<file path="config.mk">
export PLATFORM = sky130hd
export DESIGN_NAME = op2_imm_encoder
export DESIGN_NICKNAME = d
export VERILOG_FILES = /design/src/rtl/op2_imm_encoder.sv
export SDC_FILE = /design/constraint.sdc
export NUM_CORES = 1
export LEC_CHECK = 0
export ABC_AREA = 1
export BUFFER_PORTS_ARGS = -buffer_cell sky130_fd_sc_hd__buf_2
export CAP_MARGIN = 5
export CELL_PAD_IN_SITES_DETAIL_PLACEMENT = 1
export CELL_PAD_IN_SITES_GLOBAL_PLACEMENT = 1
export CORE_UTILIZATION = 35
export CTS_CLUSTER_DIAMETER = 200
export DETAILED_ROUTE_END_ITERATION = 16
export PLACE_DENSITY = 0.73
export RECOVER_POWER = 50
export SLEW_MARGIN = 20
export SYNTH_ARGS = -nofsm -noshare
export SYNTH_HDL_FRONTEND = slang
export SYNTH_SLANG_ARGS = --single-unit
</file>
<file path="constraint.sdc">
create_clock -name clk -period 1.7 [get_ports clk]
set_clock_uncertainty 0.05 [all_clocks]
set_input_delay 0.255 -clock clk [delete_from_list [all_inputs] [get_ports clk]]
set_output_delay 0.255 -clock clk [all_outputs]
set_load 0.1 [all_outputs]
</file>
<file path="src/rtl/op2_imm_encoder.sv">
// op2_imm_encoder
//   Finds the canonical (imm8, rotate4) encoding of a 32-bit constant so that
//   ROR(zero_extend(imm8), 2*rotate4) == constant. One rotation is tried per
//   clock, starting at rotate 0, so the first hit is the smallest rotate field.
//
// Ports
//   clk        system clock, rising edge
//   rst        asynchronous, active-high reset
//   in_Valid   request strobe, sampled only while out_Ready is high
//   in_Value   constant to encode, captured on the accept edge
//   out_Ready  high while idle; a request can be accepted
//   out_Done   one-cycle pulse; result fields are valid
//   out_Found  1 = encodable, 0 = no encoding exists
//   out_Imm8   encoded immediate (0 when not found)
//   out_Rotate encoded rotate field, shift = 2*out_Rotate (0 when not found)
module op2_imm_encoder #(
  parameter int WordWidth = 32,
  parameter int ImmWidth  = 8,
  parameter int RotSteps  = 16
) (
  input  logic                 clk,
  input  logic                 rst,
  input  logic                 in_Valid,
  input  logic [WordWidth-1:0] in_Value,
  output logic                 out_Ready,
  output logic                 out_Done,
  output logic                 out_Found,
  output logic [ImmWidth-1:0]  out_Imm8,
  output logic [3:0]           out_Rotate
);

  typedef enum logic [1:0] {
    IDLE   = 2'd0,
    SEARCH = 2'd1,
    DONE   = 2'd2
  } state_t;

  localparam logic [3:0] RotLast = 4'(RotSteps - 1);

  state_t               state, state_nxt;
  logic [WordWidth-1:0] val_p0;
  logic [3:0]           rot_p0;
  logic [WordWidth-1:0] rot_val;
  logic                 match;

  // Rotate left by an even amount: the upper half of the doubled word
  // shifted left is exactly the wrapped result.
  function automatic logic [WordWidth-1:0] rol_even(
    input logic [WordWidth-1:0] v,
    input logic [3:0]           r
  );
    logic [2*WordWidth-1:0] dbl;
    dbl = {v, v} << {r, 1'b0};
    return dbl[2*WordWidth-1:WordWidth];
  endfunction

  assign rot_val = rol_even(val_p0, rot_p0);
  assign match   = (rot_val[WordWidth-1:ImmWidth] == '0);

  // State register
  always_ff @(posedge clk or posedge rst) begin
    if (rst) begin
      state <= IDLE;
    end else begin
      state <= state_nxt;
    end
  end

  // Next-state logic
  always_comb begin
    state_nxt = state;
    unique case (state)
      IDLE:    if (in_Valid) state_nxt = SEARCH;
      SEARCH:  if (match || (rot_p0 == RotLast)) state_nxt = DONE;
      DONE:    state_nxt = IDLE;
      default: state_nxt = IDLE;
    endcase
  end

  // Output decode
  always_comb begin
    out_Ready = (state == IDLE);
    out_Done  = (state == DONE);
  end

  // Capture, rotation counter and result registers
  always_ff @(posedge clk or posedge rst) begin
    if (rst) begin
      val_p0     <= '0;
      rot_p0     <= '0;
      out_Found  <= 1'b0;
      out_Imm8   <= '0;
      out_Rotate <= '0;
    end else begin
      unique case (state)
        IDLE: begin
          if (in_Valid) begin
            val_p0 <= in_Value;
            rot_p0 <= '0;
          end
        end
        SEARCH: begin
          if (match) begin
            out_Found  <= 1'b1;
            out_Imm8   <= rot_val[ImmWidth-1:0];
            out_Rotate <= rot_p0;
          end else if (rot_p0 == RotLast) begin
            out_Found  <= 1'b0;
            out_Imm8   <= '0;
            out_Rotate <= '0;
          end else begin
            rot_p0 <= rot_p0 + 4'd1;
          end
        end
        default: ;
      endcase
    end
  end

endmodule

</file>
Word level (Yosys, flattened, before mapping)
Index checks and enable logic that the tools add are counted.

Bits of input ports: 35. Bits in registers: 51.

Multiplexer cells: 13. Add/sub/neg operators: 1. Equality and inequality tests: 7. Reductions and logical operators: 9. Shift-type cells: 1.

Operators by type and width (number): << shifter 64 x 5 -> 64 bit (1); zero test 24 bit (1); two-way mux 4 bit (5); two-way mux 8 bit (2); inequality test 2 bit (second input constant) (4); one-hot mux 4 bit (2 select lines) (1); AND reduction 2 bit (3); adder 4 x 1 -> 4 bit (second input constant) (1); == test 4 bit (second input constant) (1); two-way mux 2 bit (2); one-hot mux 2 bit (2 select lines) (1); AND reduction 4 bit (1); nonzero test 2 bit (2); == test 2 x 1 -> 1 bit (second input constant) (1); == test 2 bit (second input constant) (1); zero test 2 bit (1); two-way mux 1 bit (2); logical OR 1 bit (1).

Longest topological paths before layout
Gate-level depths: netlist (run 1).

Depth in word-level cells: 5. Depth in mapped cells: 16. Mapped depth without buffers: 14.

Worst setup path after synthesis (run 1)
Ideal clock, no wire load.

Path type: reg-to-reg. Start: register state[0]. End: register val_p0[10]. Path buffers: 1. Setup slack: -1.346 ns. Period minus slack after synthesis: 3.046 ns. Arrival time: 2.871 ns. Stages on the path, launching flop included: 5. Data required time: 1.525 ns. Cells stage by stage: dfrtp_1 nor2_1 nand2_1 clkbuf_1 mux2_2.

Word-level cells in the longest chain between the ends: 2.

RTL lines: from (decl) (line 40) `state_t state, state_nxt;`; from (signal assigned) (line 65) `state <= state_nxt;`; zero test 2 bit; via out_Ready (line 25) `output logic out_Ready,`; AND reduction 2 bit (no source line); to (signal assigned) (line 98) `val_p0 <= in_Value;`; to (decl) (line 41) `logic [WordWidth-1:0] val_p0;`.

The timed path passes the listed nets, and every way through them passes these cells. A chain may end at the register's enable or synchronous reset.

Worst setup path after layout (run 1)
Start: register rot_p0[0]. End: register out_Imm8[7].

Word-level cells in the longest chain between the ends: 4. Elaborated cells between the ends (all ways): 6.

RTL lines: from (decl) (line 42) `logic [3:0] rot_p0;`; from (signal assigned) (line 112) `rot_p0 <= rot_p0 + 4'd1;`; << shifter 64 x 5 -> 64 bit (line 53) `dbl = {v, v} << {r, 1'b0};`; zero test 24 bit (line 58) `assign match = (rot_val[WordWidth-1:ImmWidth] == '0);`; nonzero test 2 bit (no source line); AND reduction 2 bit (no source line); to (signal assigned) (line 105) `out_Imm8 <= rot_val[ImmWidth-1:0];`; to (decl) (line 28) `output logic [ImmWidth-1:0] out_Imm8,`.

Parallel ways exist; a longest one is shown, timed or not.

==> results of run 1 <==
worst paths after layout:
path / startpoint / end / cells after the start
worst max-delay path: rot_p0[0] / out_Imm8[7] / 14
worst max register to register: rot_p0[0] / out_Imm8[7] / 14
worst min-delay path: in_Value[11] / val_p0[11] / 2
max in group asynchronous: rst / rot_p0[0] / 4
min in group asynchronous: rst / val_p0[17] / 3
worst min register to register: out_Imm8[5] / out_Imm8[5] / 2
power by group through the flow:
stage          combinational, mW  sequential (mW)  clock [mW]
6_report                    6.72             2.15       0.765
3_5_place_dp                6.40             2.19           0
3_3_place_gp                6.20             2.16           0
4_1_cts                     6.66             2.15       0.795
2_1_floorplan               4.41             2.07           0
5_1_grt                     7.54             2.22       0.832
through the flow:
step,utilization (%),instance area [µm²],worst slack (ps)
2_1_floorplan,-,3690,-170
3_3_place_gp,43.5,4250,-523
3_5_place_dp,43.5,4250,-538
4_1_cts,45.3,4430,-435
5_1_grt,45.5,4450,-591
6_report,45.5,4450,-418
kinds of logic (layout without fill, tap and decap cells):
group,after synthesis,after routing
adder cells (fa/ha/maj),1,1
AO/OA/AOI/OAI,27,27
multiplexers,32,32
flip-flops,51,51
AND/OR/NAND/NOR,326,326
buffers and inverters,55,128
routing by layer:
metal	GRT usage, %	share of wire (%)
met1	29.3	46
met2	40.5	49
met3	2.67	2.5
met4	5.93	2.1
met5	0	0
state kept, by name, summed over array words and instances (netlist names):
name	cells
val_p0	32
out_Imm8	8
out_Rotate	4
rot_p0	4
state	2
out_Found	1
placed cells by master (no fill, tap or decap), types with 7 or more instances in the layout:
cell type  instances
buf_2             48
nor2_1            21
nand2_2           30
mux2_2            32
buf_4             31
buf_12             7
o21ai_2           12
nand3_1           87
dfrtp_1           49
o21ai_0           10
inv_1             23
nand2_1          162
nand3_2           12
area by class of cell:
type / count / area share (%)
well taps: 133 / 3.74
multi-input cells: 386 / 47.3
clock inverters: 1 / 0.197
inverters: 27 / 2.67
flip-flops and latches: 51 / 28.8
repair buffers: 92 / 15.2
repair inverters: 1 / 0.197
clock buffers: 7 / 1.94
timing repair:
| item | in CTS | in global routing |
|---|---|---|
| gates cloned | 1 | 0 |
| setup endpoints to repair | 19 | 20 |
| gates resized for setup | 14 | 10 |
| pin swaps | 1 | 0 |
| hold buffers | 1 | 0 |
| hold endpoints to repair | 23 | 0 |
| buffers inserted | 1 | 0 |
worst max-delay path, cell delays in order (launching register included):
cell and delay, ps:
dfrtp_2 480, buf_12 180, nand2_1 80, nand3_1 80
nand2_1 130, nand2_1 70, nor2_1 110, nand2_1 60
nand2_1 120, nand3_1 100, nand2_2 110, nand4_4 80
buf_12 190, nand3_1 100, o21ai_2 60
==> flow_summary.toml, run 1 <==
[outcome]
run_status = "finished with violations"
violations = "negative setup slack"

[sta]
final_hold_viol_count = 0
slew_viol_final = 0
unrepaired_setup_endpoints_after_global_routing = "yes"
max_slew_margin_pct = 38.1
final.setup.tns_ps = -7170
final.min_clock_period_ps = 2120
setup_slack_ps = -418
layout_worst_path_cycle_share_pct = 125
clock.fmax_mhz = 472
max_slew.worst_pin.slew_ps = 928
setup_violations = 19
hold_ws_ps = 116

[layout]
syn2layout_area_growth_pct = 26.3
final-seq-area_um2 = 1280
instances_no_fill = 698
antennaDiodeCount = 0
filler_cell_count = 1282
drive_gt1_share_pct = 34.9
multi_input_area_um2 = 2100
design.final.nets = 600

[place]
dp.final_hpwl_um = 8530
dp_cells = 687
portBuffers = 49
routabilityCongestion = 0.901

[power_and_ir_drop]
pwr-share-comb_pct = 69.7
netSwitchingFraction_pct = 51.5
p_seq_share_pct = 22.3
net-switching-power_mw = 4.96
power_report.internal_total_mw = 4.67
p_per_area_nw_per_um2 = 2170
total_leakage_power_nw = 2.32
pwr-share-clk_pct = 7.9
irDropWorstVdd_mv = 0.714
total_power_mw = 9.63

[grt]
globalRouteOverflowTotal = 0
first_global_vias = 3823
largest_net_degree_at_the_start_of_global_routing = 38
grt.total_usage_pct = 22.8
antenna_found_initial = 0
grt_first_pass_wirelength_um = 18400

[drt]
viasPerCell = 5.08
dr.first_iter.drc_count = 134
detailedRoute.firstPassIterationCount = 4
remaining_drc_errors = 0
vias = 3544
detail_route.wl_per_cell_um = 15.5
final_antenna_net_count = 0
postRouteWirelength_um = 10800

[floorplanning]
row_count = 36
floorplan.die.width_um = 102
io_pins = 50
initial_utilization_pct = 36.0
die-area_um2 = 10500
placeableCoreArea_um2 = 9770
die_h_um = 102

[synth]
synthMostInstantiatedCell = "nand2_1"
synth_mux_area_share_pct = 10.2
share_of_the_yosys_chip_area_belonging_to_registers_pct = 36.3
synth.area.top_cells = "dfrtp_1, nand2_1, nand3_1"
synth.top_cells.by_count = "nand2_1, nand3_1, dfrtp_1"
synth_top_family_by_area = "simple AND/OR/NAND/NOR gates"
synth_top_cell_by_area = "dfrtp_1"
synth-async-reset-ratio_pct = 100
syn-instance-count = 492
synthesis.area_um2 = 3520
synth.top_cell.area_share_pct = 36.3
synthXorXnorAreaFrac_pct = 0
syn_nets = 528
synth_edf_count = 0
synth_compound_area_share_pct = 5.26
post_synth.cell_area_avg_um2 = 7.15
synth_simple_gate_area_share_pct = 39.7
yosys_warnings = 0
yosys.cell_types.count = 24
synth_top_flop_cell = "dfrtp_1"
ys_seq_elements = 51
synth_fa_ha_area_share_pct = 0.355

[critical_path]
timing_worst_setup_path_type = "reg2reg"
crit_fanout = 30
regToRegSetupSlack_ps = -420
worst_ep_required_time_ps = 1850
worstSetupEndpointType = "flop"
critical_path_arrival_ps = 2270
setup.worst_path.start_class = "flop"

[clock_tree]
root_buffer = "clkbuf_8"
cts_inserted_buffers = 5
cts_tree = "yes"
numClockSinks = 51
ctsLongestPathBuffers = 2
cts.reportedPaths.clkPinSlew_ps = 110
cts_max_level = 2
clk-insertion-delay-late_ps = 310

[run]
timing.max_cap.violations = 0

[hold_path]
hold_path.class = "in2reg"
Power figures use the tool's default switching activity.
==> run 2, diff against run 1 <==
Settings changed: PLACE_DENSITY 0.73 to 0.7.
Clock period 1.7 ns to 2 ns, I/O delays scaled along.
==> flow_summary.toml, run 2 (synthesis results as in run 1) <==
[outcome]
run_status = "finished with violations"
violations = "negative setup slack"

[place]
portBuffers = 49
postPlaceCellArea_um2 = 4140
dp.final_hpwl_um = 7970
routabilityCongestion = 0.846
preCtsSetupSlack_ps = -238

[floorplanning]
row_count = 36
die_h_um = 102
die-area_um2 = 10500
placeableCoreArea_um2 = 9770
io_pins = 50
initial_utilization_pct = 36.0
floorplan.die.width_um = 102

[power_and_ir_drop]
p_seq_share_pct = 21.0
netSwitchingFraction_pct = 51.2
irDropWorstVdd_mv = 0.696
net-switching-power_mw = 4.53
total_leakage_power_nw = 2.45
pwr-share-comb_pct = 72.2
power_report.internal_total_mw = 4.32
p_per_area_nw_per_um2 = 1870
pwr-share-clk_pct = 6.8

[hold_path]
min_to = "val_p0[13]"
worst_hold_path.num_cells = 2
min-delay-start = "in_Value[13]"
hold_path.class = "in2reg"

[critical_path]
worstSetupEndpointType = "flop"
setup.worst_path.start_class = "flop"
critical_path_arrival_ps = 2350
rr_worst_depth = 16
regToRegSetupSlack_ps = -190
crit_fanout = 20
crit-reg2reg-capture = "out_Rotate[0]"
reg2reg_launch_point = "rot_p0[0]"
worst_ep_required_time_ps = 2160
timing_worst_setup_path_type = "reg2reg"

[layout]
finalInstanceArea_um2 = 4740
final_common_cell = "nand2_1"
drive_gt1_share_pct = 43.3
design.final.nets = 605
filler_cell_count = 1227
syn2layout_area_growth_pct = 34.8
antennaDiodeCount = 0
top_regs = "val_p0 (32), out_Imm8 (8)"
post-route-util_pct = 48.5
final_cell_mix = "nand2_1, nand3_1, dfrtp_1"
largest_register_ff_count = 32
max_flop_register = "val_p0"

[drt]
viasPerCell = 5.14
postRouteWirelength_um = 10900
detail_route.wl_per_cell_um = 15.5
detailedRoute.firstPassIterationCount = 4
vias = 3612
final_antenna_net_count = 0
dr.first_iter.drc_count = 127
remaining_drc_errors = 0

[clock_tree]
cts_max_level = 2
clk-insertion-delay-late_ps = 320
cts.reportedPaths.clkPinSlew_ps = 90
numClockSinks = 51
cts_tree = "yes"
ctsLongestPathBuffers = 2
cts_inserted_buffers = 5
root_buffer = "clkbuf_8"

[grt]
grt_first_pass_wirelength_um = 17800
first_global_vias = 3611
grt.total_usage_pct = 22.2
globalRouteOverflowTotal = 0
antenna_found_initial = 0
largest_net_degree_at_the_start_of_global_routing = 38

[sta]
unrepaired_setup_endpoints_after_global_routing = "yes"
final_hold_viol_count = 0
max_slew_margin_pct = 34.7
setup_slack_ps = -189
setup_violations = 19
layout_worst_path_cycle_share_pct = 109
max_slew.worst_pin.slew_ps = 978
final.min_clock_period_ps = 2190
clock.fmax_mhz = 457
slew_viol_final = 0

[run]
timing.max_cap.violations = 0
## run 2: changes by cell type in the layout (fill, tap and decap cells not counted), sizes merged
cell / previous run / this run
buf: 90 / 94
clkinvlp: 0 / 2
clkinv: 5 / 4
## run 2: worst max-delay path by stage
| stage | from | end | slack (ps) |
|---|---|---|---|
| floorplan | state[1] | val_p0[10] | 80 |
| global placement | rot_p0[0] | out_Imm8[7] | -190 |
| CTS | rot_p0[0] | out_Rotate[0] | -150 |
| global route | rot_p0[0] | out_Rotate[2] | -360 |
| detailed placement | rot_p0[0] | out_Rotate[0] | -240 |
| finish | rot_p0[0] | out_Rotate[0] | -190 |
## run 2: metrics by stage
stage | hold WS (ps) | power [mW] | cells | TNS [ps]
2_1_floorplan | 401 | 5.31 | 492 | 0
3_3_place_gp | 333 | 6.98 | 681 | -3190
3_5_place_dp | 350 | 7.12 | 681 | -3800
4_1_cts | 135 | 8.34 | 694 | -2230
5_1_grt | 132 | 9.67 | 703 | -7800
6_report | 152 | 8.85 | 703 | -2820
## run 2: layout make-up
type	count	area [µm²]	share of cell area [%]
clock buffers	5	68.8	1.45
clock inverters	3	20.0	0.422
inverters	27	110	2.32
multi-input cells	386	2320	48.8
flip-flops and latches	51	1280	26.9
well taps	133	166	3.51
repair buffers	98	786	16.6
## run 2: what timing repair did
action,CTS,global route
gates resized for setup,65,36
pin swaps,2,1
gates cloned,1,2
hold buffers,1,0
endpoints found under the hold margin,14,0
setup buffers,3,7
setup endpoints to repair,19,19
## run 2: worst max-delay path, stage by stage (launching register included)
cell	delay, ps
dfrtp_1	410
buf_6	140
inv_8	50
clkbuf_16	170
nand2_1	90
nand3_2	80
nand2_2	70
nand2_1	60
nor2_2	160
inv_1	60
nand2_1	70
nand3_1	90
nand2_2	100
nand4_4	150
buf_12	200
nand3_1	90
o21ai_2	60
## run 2: metal layers
metal	wire, µm	share of wire (%)	GRT usage [%]
met1	5090	47	29.2
met2	5250	48	37.4
met3	300	2.8	3.42
met4	214	2.0	6.81
met5	0	0	0
## run 2: power groups by stage
stage / Sequential, mW / Combinational, mW / Clock, mW
global placement: 1.79 / 5.19 / 0
floorplan: 1.74 / 3.58 / 0
global route: 1.91 / 7.07 / 0.690
CTS: 1.83 / 5.87 / 0.646
detailed placement: 1.81 / 5.31 / 0
finish: 1.85 / 6.39 / 0.605
